### src/rtl/fb_swap_controller.sv
// Front/back frame buffer sequencer: optional back-buffer clear, ray pixel writes,
// and a swap once both the ray sweep and the displayed video frame are finished.
//
// state      | meaning
// -----------+-----------------------------------------------------------------
// CLEAR      | optional sweep writing clear_color_in to every back-buffer address
// WRITE      | accepting ray pixels, written to the back buffer one cycle later
// WAIT_VIDEO | ray sweep finished, waiting for the displayed frame to end
// SWAP       | back/front exchanged this cycle, video_done flag dropped
module fb_swap_controller #(
  parameter int SCREEN_WIDTH  = 320,
  parameter int SCREEN_HEIGHT = 180,
  parameter int PIXEL_WIDTH   = 16
) (
  input  logic                   pixel_clk_in,
  input  logic                   rst_in,
  input  logic                   ray_valid_in,
  output logic                   ray_ready_out,
  input  logic [15:0]            ray_address_in,
  input  logic [PIXEL_WIDTH-1:0] ray_pixel_in,
  input  logic                   ray_last_in,
  input  logic                   video_last_pixel_in,
  input  logic                   clear_en_in,
  input  logic [PIXEL_WIDTH-1:0] clear_color_in,
  output logic                   wr_en_out,
  output logic [15:0]            wr_address_out,
  output logic [PIXEL_WIDTH-1:0] wr_pixel_out,
  output logic                   back_sel_out,
  output logic                   swap_out,
  output logic [7:0]             frame_count_out,
  output logic [7:0]             repeat_count_out,
  output logic                   addr_err_out
);

  localparam int          DEPTH     = SCREEN_WIDTH * SCREEN_HEIGHT;
  localparam logic [15:0] LAST_ADDR = 16'(DEPTH - 1);

  typedef enum logic [1:0] {
    S_CLEAR      = 2'd0,
    S_WRITE      = 2'd1,
    S_WAIT_VIDEO = 2'd2,
    S_SWAP       = 2'd3
  } state_t;

  state_t                 state_q, state_d;
  logic [15:0]            clear_cnt_q, clear_cnt_d;
  logic                   video_done_q, video_done_d;
  logic                   wr_en_d;
  logic [15:0]            wr_address_d;
  logic [PIXEL_WIDTH-1:0] wr_pixel_d;
  logic                   back_sel_d;
  logic                   swap_d;
  logic [7:0]             frame_count_d;
  logic [7:0]             repeat_count_d;
  logic                   addr_err_d;
  logic                   handshake;

  assign ray_ready_out = (state_q == S_WRITE);
  assign handshake     = ray_valid_in & ray_ready_out;

  always_comb begin
    state_d        = state_q;
    clear_cnt_d    = clear_cnt_q;
    video_done_d   = video_done_q;
    wr_en_d        = 1'b0;
    wr_address_d   = wr_address_out;
    wr_pixel_d     = wr_pixel_out;
    back_sel_d     = back_sel_out;
    swap_d         = 1'b0;
    frame_count_d  = frame_count_out;
    repeat_count_d = repeat_count_out;
    addr_err_d     = addr_err_out;

    // End-of-video pulses only count while the next frame is still being built.
    if (video_last_pixel_in && (state_q == S_CLEAR || state_q == S_WRITE)) begin
      if (video_done_q) begin
        if (repeat_count_out != 8'hFF) repeat_count_d = repeat_count_out + 8'd1;
      end else begin
        video_done_d = 1'b1;
      end
    end

    case (state_q)
      S_CLEAR: begin
        // clear_cnt_q == 0 marks the entry cycle, the only time clear_en_in is looked at.
        if (clear_cnt_q == 16'd0 && !clear_en_in) begin
          state_d = S_WRITE;
        end else begin
          wr_en_d      = 1'b1;
          wr_address_d = clear_cnt_q;
          wr_pixel_d   = clear_color_in;
          if (clear_cnt_q == LAST_ADDR) begin
            clear_cnt_d = 16'd0;
            state_d     = S_WRITE;
          end else begin
            clear_cnt_d = clear_cnt_q + 16'd1;
          end
        end
      end
      S_WRITE: begin
        if (handshake) begin
          wr_address_d = ray_address_in;
          wr_pixel_d   = ray_pixel_in;
          if (ray_address_in <= LAST_ADDR) wr_en_d = 1'b1;
          else addr_err_d = 1'b1;
          if (ray_last_in) state_d = S_WAIT_VIDEO;
        end
      end
      S_WAIT_VIDEO: begin
        // Swap outputs are registered on entry so swap_out is high during SWAP itself.
        if (video_done_q || video_last_pixel_in) begin
          state_d       = S_SWAP;
          swap_d        = 1'b1;
          back_sel_d    = ~back_sel_out;
          frame_count_d = frame_count_out + 8'd1;
        end
      end
      S_SWAP: begin
        state_d      = S_CLEAR;
        video_done_d = 1'b0;
      end
      default: state_d = S_CLEAR;
    endcase
  end

  always_ff @(posedge pixel_clk_in or posedge rst_in) begin
    if (rst_in) begin
      state_q          <= S_CLEAR;
      clear_cnt_q      <= 16'd0;
      video_done_q     <= 1'b0;
      wr_en_out        <= 1'b0;
      wr_address_out   <= 16'd0;
      wr_pixel_out     <= '0;
      back_sel_out     <= 1'b0;
      swap_out         <= 1'b0;
      frame_count_out  <= 8'd0;
      repeat_count_out <= 8'd0;
      addr_err_out     <= 1'b0;
    end else begin
      state_q          <= state_d;
      clear_cnt_q      <= clear_cnt_d;
      video_done_q     <= video_done_d;
      wr_en_out        <= wr_en_d;
      wr_address_out   <= wr_address_d;
      wr_pixel_out     <= wr_pixel_d;
      back_sel_out     <= back_sel_d;
      swap_out         <= swap_d;
      frame_count_out  <= frame_count_d;
      repeat_count_out <= repeat_count_d;
      addr_err_out     <= addr_err_d;
    end
  end

endmodule
### config.mk
export PLATFORM = sky130hd
export DESIGN_NAME = fb_swap_controller
export DESIGN_NICKNAME = d
export VERILOG_FILES = /design/src/rtl/fb_swap_controller.sv
export SDC_FILE = /design/constraint.sdc
export NUM_CORES = 1
export LEC_CHECK = 0
export CAP_MARGIN = 20
export CORE_MARGIN = 3
export CORE_UTILIZATION = 35
export CTS_CLUSTER_SIZE = 30
export DETAILED_ROUTE_END_ITERATION = 16
export PLACE_DENSITY_LB_ADDON = 0.15
export SYNTH_ARGS = -nofsm -noshare
export SYNTH_HDL_FRONTEND = slang
export SYNTH_SLANG_ARGS = --single-unit
### constraint.sdc
create_clock -name pixel_clk_in -period 3.7 [get_ports pixel_clk_in]
set_input_delay 0.37 -clock pixel_clk_in [delete_from_list [all_inputs] [get_ports pixel_clk_in]]
set_output_delay 0.37 -clock pixel_clk_in [all_outputs]
set_load 0.1 [all_outputs]
# Word-level counts from Yosys, hierarchy flattened
# Index checks and enable logic that the tools add are counted.
[word_totals] inputBits=54 wordCells=65 regBits=71 out_inout_bits=53
[classes] n_eq_ne=10 addsub=3 n_reduce_logical=15 mux=21 bitwise_logic=4 order_cmp=1
[op_table] operator="$mux W16" count=5
[op_table] operator="$pmux W16 S2" count=2
[op_table] operator="$add A16 B1 Y16 const B" count=1
[op_table] operator="$add A8 B1 Y8 const B" count=2
[op_table] operator="$eq A16 B16 Y1 const B" count=1
[op_table] operator="$le A16 B16 Y1 const B" count=1
[op_table] operator="$logic_not A16 Y1" count=1
[op_table] operator="$mux W2" count=5
[op_table] operator="$reduce_and A3 Y1" count=3
[op_table] operator="$ne A8 B8 Y1 const B" count=1
[op_table] operator="$pmux W2 S4" count=1
[op_table] operator="$mux W1" count=7
[op_table] operator="$eq A2 B2 Y1 const B" count=2
[op_table] operator="$ne A2 B1 Y1 const B" count=2
[op_table] operator="$ne A2 B2 Y1 const B" count=2
[op_table] operator="$reduce_and A2 Y1" count=2
[op_table] operator="$reduce_and A4 Y1" count=1
[op_table] operator="$reduce_bool A2 Y1" count=2
[op_table] operator="$ne A3 B1 Y1 const B" count=1
[op_table] operator="$not A1 Y1" count=3
[op_table] operator="$eq A2 B1 Y1 const B" count=1
[op_table] operator="$logic_and A1 B1 Y1" count=2
[op_table] operator="$logic_not A2 Y1" count=1
[op_table] operator="$logic_or A1 B1 Y1" count=2
[op_table] operator="other kinds (3)" count=3

# Logic depth before layout (Yosys ltp)
[logic_depth] word_depth=5 mapped_depth=9 ltp_nobuf=8

# Least setup slack after synthesis
# OpenSTA, ideal clock, no wires.
[synth_path] kind="flip-flop to flip-flop" start="register state_q[1]" end="register repeat_count_out[5]" t_arrival_ns=2.540 path_buffers=1 required_time_ns=3.541 stages_incl_launch_ff=9 setup_ns=0.159 period_less_slack_ns=2.699 path_slack_ns=1.001 path_cell_list="dfrtp_1 inv_1 ha_1 buf_2 o211ai_1 a41oi_1 and3_1 nand4_1 xnor2_1"
[synth_between] elab_chain_cells=4 word_cells_on_any_way=5 cone_classes="eq/ne (1); reduce/logical (4)"
[synth_lines] element="start: declaration" line_no="45" text="state_t state_q, state_d;"
[synth_lines] element="start signal: assignment" line_no="140" text="state_q <= state_d;"
[synth_lines] element="$eq A2 B1 Y1"
[synth_lines] element="net ray_ready_out" line_no="18" text="output logic ray_ready_out,"
[synth_lines] element="$logic_or A1 B1 Y1" line_no="75" text="if (video_last_pixel_in && (state_q == S_CLEAR || state_q == S_WRITE)) begin"
[synth_lines] element="$logic_and A1 B1 Y1" line_no="75"
[synth_lines] element="$reduce_and A3 Y1 (no line)"
[synth_lines] element="end signal: assignment" line_no="149" text="repeat_count_out <= repeat_count_d;"
[synth_lines] element="end: declaration" line_no="31" text="output logic [7:0] repeat_count_out,"
# The timed path passes the listed nets, and every way through them passes these cells.
# A chain may end at the register's enable or synchronous reset.

# Final worst setup path
[layout_path] start="register state_q[1]" end="register wr_pixel_out[10]"
[layout_between] elab_chain_cells=4 word_cells_on_any_way=8 cone_classes="eq/ne (3); mux (1); bitwise (1); reduce/logical (3)"
[layout_lines] element="$eq A2 B1 Y1" line_no="58, 83"
[layout_lines] element="$and A1 B1 Y1" line_no="59" text="assign handshake = ray_valid_in & ray_ready_out;"
[layout_lines] element="$ne A2 B1 Y1 (no line)"
[layout_lines] element="$reduce_and A3 Y1 (no line)"
[layout_lines] element="end signal: assignment" line_no="145" text="wr_pixel_out <= wr_pixel_d;"
[layout_lines] element="end: declaration" line_no="27" text="output logic [PIXEL_WIDTH-1:0] wr_pixel_out,"
# Several ways; a longest one is shown, not always the timed one.

==> results by group <==
Pwr
  • Maximum vdd drop: 0.388 mV
  • Lkg Pwr: 1.86 nW
  • PwrDens: 423 nW/um^2

Drt
  • Routed wire length: 8710 um
  • Vias per inst: 4.90
  • Avg WL per Cell: 15.2 um
  • Iter 0 DRT Violations: 155
  • Remaining antenna violation count: 0
  • Pre-antenna DRT Iters: 4
  • Drc violations: 0
  • Detailed-route via count: 2810

GRT
  • Number of global-route vias before repair: 2876
  • Total grt overflow: 0
  • Largest net degree at the start of global routing: 37
  • First-pass GRT wire length: 14700 um
  • Gr usage total: 0.163
  • Initial antenna violation count: 0

Floorplan
  • Die height: 105 um
  • Core ar.: 9420 sq um
  • Io pins: 107
  • Starting Density: 0.367
  • # rows: 35
  • Full die area: 11100 sq um
  • DIE WIDTH: 105 um

Placed design
  • Placer Congestion: 0.869
  • Placed cell areas: 4640 sq um
  • DP Wirelength: 6510 um
  • I/O Buffers: 106

Cells and area
  • Final nets: 502
  • Layout cells sized above 1: 0.0698
  • Area delta synth->final: 40.2%
  • ANT cells: 0
  • Post-route cell area: 4850 sq um

Critical path
  • Critical Path End Type: register
  • Buf+Inv Stages, Crit Path: 3
  • Crit-path leading delay family: compound AO/OA/AOI/OAI gates
  • CP cell instances: inv_1, ha_1, inv_2, o31ai_4, buf_4, o21ai_0
  • Largest stage delay, worst path: 0.86 ns
  • Critical path fanouts, max: 36
  • CP Data Required Time: 3.91 ns
  • Worst path slowest cell: o31ai_4
  • Critical Setup Path Class: reg2reg
  • Arrival time worst endpoint: 2.97 ns
  • Critical Path Start Type: register

Logic synthesis
  • Cells after Synth: 334
  • Post-synth ARST share: 1.00
  • Synth top area share: 0.514
  • Yosys warning count: 0
  • Post-synth EDFFs: 0
  • Post-synthesis sequential area ratio: 0.514
  • Syn Area/Cell: 10.3 sq um
  • Post-synth top area cell: dfrtp_1
  • Synth Cell Area: 3460 sq um
  • Top post-synthesis cells by area: dfrtp_1 51%, mux2i_1 9.6%, nand2_1 6.0%
  • Predominant post-synthesis flop cell: dfrtp_1
  • Post-synthesis cell type count: 41
  • Yosys reg bits: 71
  • Syn_nets: 396

STA
  • Crit share post-route: 0.745
  • Final setup TNS: 0 ns
  • Final Setup Violations: 0
  • Minimum clock period: 2.76 ns
  • Worst slew pin tran: 1.01 ns
  • Rel. slew slack: 0.322
  • Hold Violations, Final: 0
  • Clock skew: 0.00829 ns
  • RSZ-0062 raised after global routing: no
  • Final max-slew violation count: 0
  • Max Freq: 0.363 GHz

Clocking
  • CTS Root Cell: clkbuf_8
  • Bufs on Longest Clock Path: 2
  • CTS tree: done
  • # Post-CTS Setup Buffers: 0
  • Clk_lat worst skew: 0.34 ns
  • Sink Count: 71
  • CTS resizes: 0
  • Total CTS buffers: 9
  • Clock H-tree levels: 3
  • Worst-path clk slew: 0.08 ns
  • Post-CTS Hold Buffers: 0

Run status
  • Status: complete, no violations

Worst hold path
  • Min-delay worst type: in2async

Flow run
  • Max cap viols: 0
==> Yosys cell counts, types with 4 or more instances <==
library cell   n
dfrtp_1       71
nand2_1       55
mux2i_1       33
o21ai_0       31
o21ai_1       15
nand3_1       14
xnor2_1       14
nor2_1        12
clkbuf_1       8
ha_1           8
inv_1          8
nand4_1        6
xor2_1         6
o31ai_1        5
buf_2          4
buf_4          4
nor4_1         4
==> path summary, 6_finish.rpt <==
path	cells after the start	startpoint	to	slack, ns
min in group pixel_clk_in	1	back_sel_out	back_sel_out	0.47
worst min-delay path	2	rst_in	repeat_count_out[4]	0.34
max in group asynchronous	3	rst_in	clear_cnt_q[1]	2.64
worst max-delay path	6	state_q[1]	wr_pixel_out[10]	0.94
worst max register to register	6	state_q[1]	wr_pixel_out[10]	0.94
worst min register to register	1	back_sel_out	back_sel_out	0.47
==> where the power goes <==
| part | switching, mW | internal (mW) | total (mW) |
|---|---|---|---|
| registers | 0.0447 | 0.816 | 0.861 |
| clock network | 0.296 | 0.375 | 0.671 |
| logic | 0.368 | 0.152 | 0.520 |
==> state kept, by name, summed over array words and instances (netlist names) <==
signal and count:
swap_out 1, video_done_q 1, addr_err_out 1, wr_address_out 16
repeat_count_out 8, clear_cnt_q 16, state_q 2, frame_count_out 8
back_sel_out 1, wr_pixel_out 16, wr_en_out 1
==> cell usage in the layout (no fill, tap or decap), types with 3 or more instances in the layout <==
master	count
clkdlybuf4s50_1	105
o41ai_1	3
a21oi_1	3
nand4_1	6
nor4_1	4
nand3_1	14
o31ai_1	5
o21ai_1	15
xor2_1	6
mux2i_1	33
nor2_1	12
ha_1	7
dfrtp_1	71
inv_1	7
o21ai_0	31
buf_4	6
nand2_1	55
clkbuf_8	9
xnor2_1	14
==> worst register-to-register path: cells and delay by family, from the launching register on <==
family / cells / cell delay, ns
DFF: 1 / 0.44
buffers and inverters: 3 / 0.74
adders and majority gates: 1 / 0.44
AOI/OAI and AO/OA: 2 / 1.01
==> area by class of cell <==
class | count | area, sq um
well taps | 129 | 161
flip-flops and latches | 71 | 1780
repair buffers | 111 | 1100
inverters | 9 | 33.8
clock inverters | 6 | 86.3
clock buffers | 9 | 124
fillers | 871 | 4570
multi-input cells | 238 | 1570
==> cell families (layout without fill, tap and decap cells) <==
kind of cell | Yosys count | after routing | synth area share
xor+xnor | 20 | 20 | 0.0507
fa+ha+maj | 8 | 8 | 0.0290
mux | 35 | 35 | 0.103
flops | 71 | 71 | 0.514
compound gates | 70 | 70 | 0.125
buf+inv | 25 | 135 | 0.0329
simple gates | 105 | 105 | 0.146
==> metrics by stage <==
stage                     cells  utilization  setup slack (ns)  power [mW]  hold WS, ns
after floorplan             334            -              1.00        1.23        0.486
after global placement      558        0.492              1.03        1.40        0.462
after detailed placement    558        0.492             0.902        1.40        0.467
after CTS                   573        0.515             0.887        2.07        0.339
after global routing        573        0.515             0.589        2.14        0.363
final                       573        0.515             0.944        2.05        0.339
==> metal layers <==
layer	share of wire	track usage	routed length (um)
met1	0.49	0.236	4280
met2	0.44	0.239	3810
met3	0.064	0.0490	561
met4	0.0070	0.0375	61
met5	0	0	0
Note: power is estimated with default switching activity, not from simulation.
